$ cat src/rtl/pipe_skid_reg.sv
// pipe_skid_reg: elastic pipeline stage register with a two-entry skid buffer,
// flush with control zeroing, optional bubble control gating and a saturating stall counter.
module pipe_skid_reg #(
    parameter int DATA_W    = 32,
    parameter int CTRL_W    = 2,
    parameter bit CTRL_GATE = 1'b1,
    parameter int CNT_W     = 16
) (
    input  logic              clk_i,
    input  logic              start_i,
    input  logic              flush_i,
    input  logic              in_valid_i,
    output logic              in_ready_o,
    input  logic [CTRL_W-1:0] in_ctrl_i,
    input  logic [DATA_W-1:0] in_data_i,
    output logic              out_valid_o,
    input  logic              out_ready_i,
    output logic [CTRL_W-1:0] out_ctrl_o,
    output logic [DATA_W-1:0] out_data_o,
    output logic [1:0]        occ_o,
    output logic [CNT_W-1:0]  stall_cnt_o
);
    logic              main_valid_q, main_valid_d, skid_valid_q, skid_valid_d;
    logic [CTRL_W-1:0] main_ctrl_q, main_ctrl_d, skid_ctrl_q, skid_ctrl_d;
    logic [DATA_W-1:0] main_data_q, main_data_d, skid_data_q, skid_data_d;
    logic [CNT_W-1:0]  stall_cnt_q, stall_cnt_d;
    logic              acc, dep, main_load_in, main_load_skid, skid_load;

    assign in_ready_o  = !skid_valid_q;
    assign out_valid_o = main_valid_q;
    assign out_data_o  = main_data_q;
    assign out_ctrl_o  = (CTRL_GATE && !main_valid_q) ? '0 : main_ctrl_q;
    assign occ_o       = {skid_valid_q, main_valid_q & !skid_valid_q};
    assign stall_cnt_o = stall_cnt_q;

    always_comb begin
        acc            = in_valid_i & in_ready_o;
        dep            = main_valid_q & out_ready_i;
        main_load_skid = !flush_i & skid_valid_q & dep;
        main_load_in   = !flush_i & acc & (!main_valid_q | dep);
        skid_load      = !flush_i & acc & main_valid_q & !dep;
        main_valid_d   = flush_i ? 1'b0 : main_valid_q ? (!dep | acc | skid_valid_q) : acc;
        skid_valid_d   = flush_i ? 1'b0 : skid_valid_q ? !dep : skid_load;
        main_data_d    = main_load_skid ? skid_data_q : main_load_in ? in_data_i : main_data_q;
        skid_data_d    = skid_load ? in_data_i : skid_data_q;
        main_ctrl_d    = flush_i ? '0 : main_load_skid ? skid_ctrl_q : main_load_in ? in_ctrl_i : main_ctrl_q;
        skid_ctrl_d    = flush_i ? '0 : skid_load ? in_ctrl_i : skid_ctrl_q;
        // Counts every stalled edge, flush or not; only reset clears it
        stall_cnt_d    = (main_valid_q & !out_ready_i & ~&stall_cnt_q) ? stall_cnt_q + CNT_W'(1) : stall_cnt_q;
    end

    always_ff @(posedge clk_i or negedge start_i) begin
        if (!start_i) begin
            main_valid_q <= 1'b0;
            skid_valid_q <= 1'b0;
            main_ctrl_q  <= '0;
            skid_ctrl_q  <= '0;
            main_data_q  <= '0;
            skid_data_q  <= '0;
            stall_cnt_q  <= '0;
        end else begin
            main_valid_q <= main_valid_d;
            skid_valid_q <= skid_valid_d;
            main_ctrl_q  <= main_ctrl_d;
            skid_ctrl_q  <= skid_ctrl_d;
            main_data_q  <= main_data_d;
            skid_data_q  <= skid_data_d;
            stall_cnt_q  <= stall_cnt_d;
        end
    end
endmodule

$ cat config.mk
export PLATFORM = sky130hd
export DESIGN_NAME = pipe_skid_reg
export DESIGN_NICKNAME = d
export VERILOG_FILES = /design/src/rtl/pipe_skid_reg.sv
export SDC_FILE = /design/constraint.sdc
export NUM_CORES = 1
export LEC_CHECK = 0
export CORE_ASPECT_RATIO = 1.4
export CORE_MARGIN = 5
export CORE_UTILIZATION = 49
export DETAILED_ROUTE_END_ITERATION = 8
export PLACE_DENSITY = 0.79
export SETUP_SLACK_MARGIN = 0.02
export SLEW_MARGIN = 5
export SYNTH_ARGS = -nofsm -noshare
export SYNTH_HDL_FRONTEND = slang
export SYNTH_SLANG_ARGS = --single-unit
$ cat constraint.sdc
create_clock -name clk_i -period 1.89 [get_ports clk_i]
set_clock_uncertainty 0.1 [all_clocks]
set_input_delay 0.2835 -clock clk_i [delete_from_list [all_inputs] [get_ports clk_i]]
set_output_delay 0.2835 -clock clk_i [all_outputs]
set_load 0.005 [all_outputs]
==> metrics, run 1 <==
worst slew pin tran 0.4115 ns; ANT cells 0; Vias per Instance 5.310; top cells by area, synth dfrtp_1 57%, mux2_2 9.5%, mux2i_1 9.0%; Synth Area in Simple Gates 11.90%; io pins 93; Synth top area share roughly 57%; RSZ-0062 raised after global routing true; crit path setup slack, layout 0.08762 ns; WP data required approximately 1.5 ns; initial antenna violation count 0; die height around 110 µm; synthesized area 0.003776 mm²; Antenna Nets Post-Route 0; Reg clk slew, reported paths 0.08 ns; Avg Inst Size Synth 12.06 µm²; Compound-Gate Fraction of Synth Area 5.799%; Max Buffers Root-to-Sink 2; mux cell area share after synthesis 18.95%; Synth Register Bits 86; Max-Cap Viols 0; initial core utilization about half; Inst Count DP 513; Post-synth EDFFs 0; final setup fails 0; post-synthesis cell count 313; DRT Wirelength 8.445 mm; Pre-antenna DRT Iters 4; dominant synthesized flop cell dfrtp_1; status finished, final reports clean; Post-synth ARST share 100.0%; WHS 0.3598 ns; CP bufs+invs 1; Rows 38; CP peak stage delay roughly 0.57 ns; CP Class reg -> out; Arr. time, crit path 1.42 ns; Num CTS Buffers 9; Sink Count 86; vias in the first global route about 2900; CP Capture Type output pin; R2R Path End stall_cnt_o[14]; largest net degree at the start of global routing 53; Max Transition Viols Final 0; Worst Hold Class in -> async; period utilization between 90% and 100%; die area 0.009587 mm²; startpoint types register; Synth-to-Final Area Change 40.69%; layout cells sized above 1 21.71%; minimum clock period between 1.5 and 2 ns; Non-Filler Instances 533; Mapped Nets 353; reg2reg path depth 5; nets@finish 468; grt ovf 0; Syn. warnings 0; worst r2r src stall_cnt_o[0]; static leakage around 0.0025 µW; GP Congestion about 0.97; Netlist cell types 35; post-synthesis xor/xnor area fraction under 10%; PD cells 924.4 mW/mm²; Post-DP HPWL 6.190 mm; chip width 84.19 µm; commonest non-fill, non-tap cells in the layout 88 x clkdlybuf4s50_1, 83 x dfrtp_1, 37 x nor2_1; critical-path cell list clkdlybuf4s50_1; fin util between 60 and 70%; fillers between 500 and 600; worst-path maximum fanout 6; Clock Latency Late Sink about 0.35 ns; global-route wire length before repair approximately 14 mm; PortBufs 92; routed vias around 2800; DRC Markers 0; TritonCTS clock tree done; delay-heaviest family, CP buffers and inverters; Fmax about 550 MHz; area share of fa/ha/maj cells after synthesis less than 1%; flop-to-flop setup slack between 0.1 and 0.15 ns; largest family of logic cells by synthesized area multiplexers; Fin. Hold Viols 0; post-synthesis sequential area ratio roughly 57%; maximum VDD drop between 0.6 and 0.7 mV; most common cell after layout, fill and taps aside clkdlybuf4s50_1; overall routing resource usage a little under a fifth; most area-hungry cell type in the Yosys netlist dfrtp_1; core area 0.007655 mm²; pre-CTS WS -0.1828 ns; Final TNS setup 0 ns; CTS root buf clkbuf_8; drt wl/cell 15.84 µm; Max-slew headroom 72.57%; slowest cell on the critical path clkdlybuf4s50_1; Iter 0 DRT Violations 102; Max H-tree Level 3
[synth_stat cells (2+ instances only)]
cell      count
and2_1        4
o22ai_1       2
dfrtp_1      86
inv_1         4
buf_2        12
a21oi_1      34
o31ai_1       2
nand2_1      10
clkbuf_1      2
nor4_1        5
nand4_1       4
or2_2         3
mux2i_1      34
nor2_1       37
nor3_1        6
nand3_1       3
buf_4         3
xor2_1       14
mux2_2       32
[worst max path at each step]
stage / start / endpoint / slack, ns / cells past startpoint
finish: stall_cnt_o[7] / stall_cnt_o[7] / 0.09 / 1
global route: stall_cnt_o[0] / stall_cnt_o[14] / 0.02 / 5
CTS: stall_cnt_o[0] / stall_cnt_o[14] / 0.03 / 5
detailed placement: out_ready_i / stall_cnt_o[11] / -0.18 / 5
global placement: out_ready_i / stall_cnt_o[11] / -0.13 / 5
floorplan: skid_valid_q / skid_data_q[10] / 0.17 / 4
[state kept, by name, summed over array words and instances (netlist names)]
register and count:
skid_valid_q 1, out_valid_o 1, out_data_o 32, stall_cnt_o 16
main_ctrl_q 2, skid_data_q 32, skid_ctrl_q 2
[cells by family after synthesis]
group | count (synthesis)
xor+xnor | 14
simple gates | 83
compound gates | 41
buf+inv | 21
flops | 86
mux | 67
fa+ha+maj | 1
[layout make-up]
class / instances / area [µm²] / area share [%]
multi-input cells: 206 / 1555 / 29.27
repair buffers: 121 / 1247 / 23.48
clock buffers: 10 / 127.6 / 2.402
well taps: 100 / 125.1 / 2.355
inverters: 4 / 15.01 / 0.2826
clock inverters: 6 / 86.33 / 1.625
flip-flops and latches: 86 / 2156 / 40.58
[worst register-to-register path, stage by stage, from the launching register on]
cell and delay, ns:
dfrtp_1 0.42, ha_1 0.19, nand3_1 0.17, or2_2 0.36, nor4_2 0.31, xor2_1 0.18
[timing repair]
action                                  in CTS  in global routing
hold endpoints to repair                    86                  0
gates cloned                                 0                  0
hold buffers                                 1                  0
gates resized for setup                      4                  5
endpoints found under the setup margin       4                  5
setup buffers                                3                  0
[report_power, final]
part           switching (µW)  internal (µW)
clock                     631            742
combinational             370            708
sequential                245           2220
[stage by stage]
step           cell area (µm²)  total power, µW
4_1_cts                   5291             4978
6_report                  5313             4911
3_5_place_dp              5047             3586
3_3_place_gp              5047             3527
5_1_grt                   5313             5183
2_1_floorplan             3776             2907
[routing by layer]
| metal | global-route usage (%) | vias up | part of all wire [%] |
|---|---|---|---|
| li1 | - | 1321 | - |
| met4 | 9.657 | 0 | 3.0 |
| met5 | 0 | - | 0 |
| met1 | 21.49 | 1408 | 39 |
| met2 | 32.24 | 81 | 54 |
| met3 | 3.396 | 20 | 4.8 |
No activity file was read; power rests on OpenSTA's default activity.
==> inputs of run 2 (changes only) <==
--- a/config.mk
+++ b/config.mk
@@ -5,6 +5,7 @@
 export SDC_FILE = /design/constraint.sdc
 export NUM_CORES = 1
 export LEC_CHECK = 0
+export CAP_MARGIN = 20
 export CORE_ASPECT_RATIO = 1.4
 export CORE_MARGIN = 5
 export CORE_UTILIZATION = 49
==> results of run 2 <==
Final layout, timing and power as in run 1 (identical DEF).
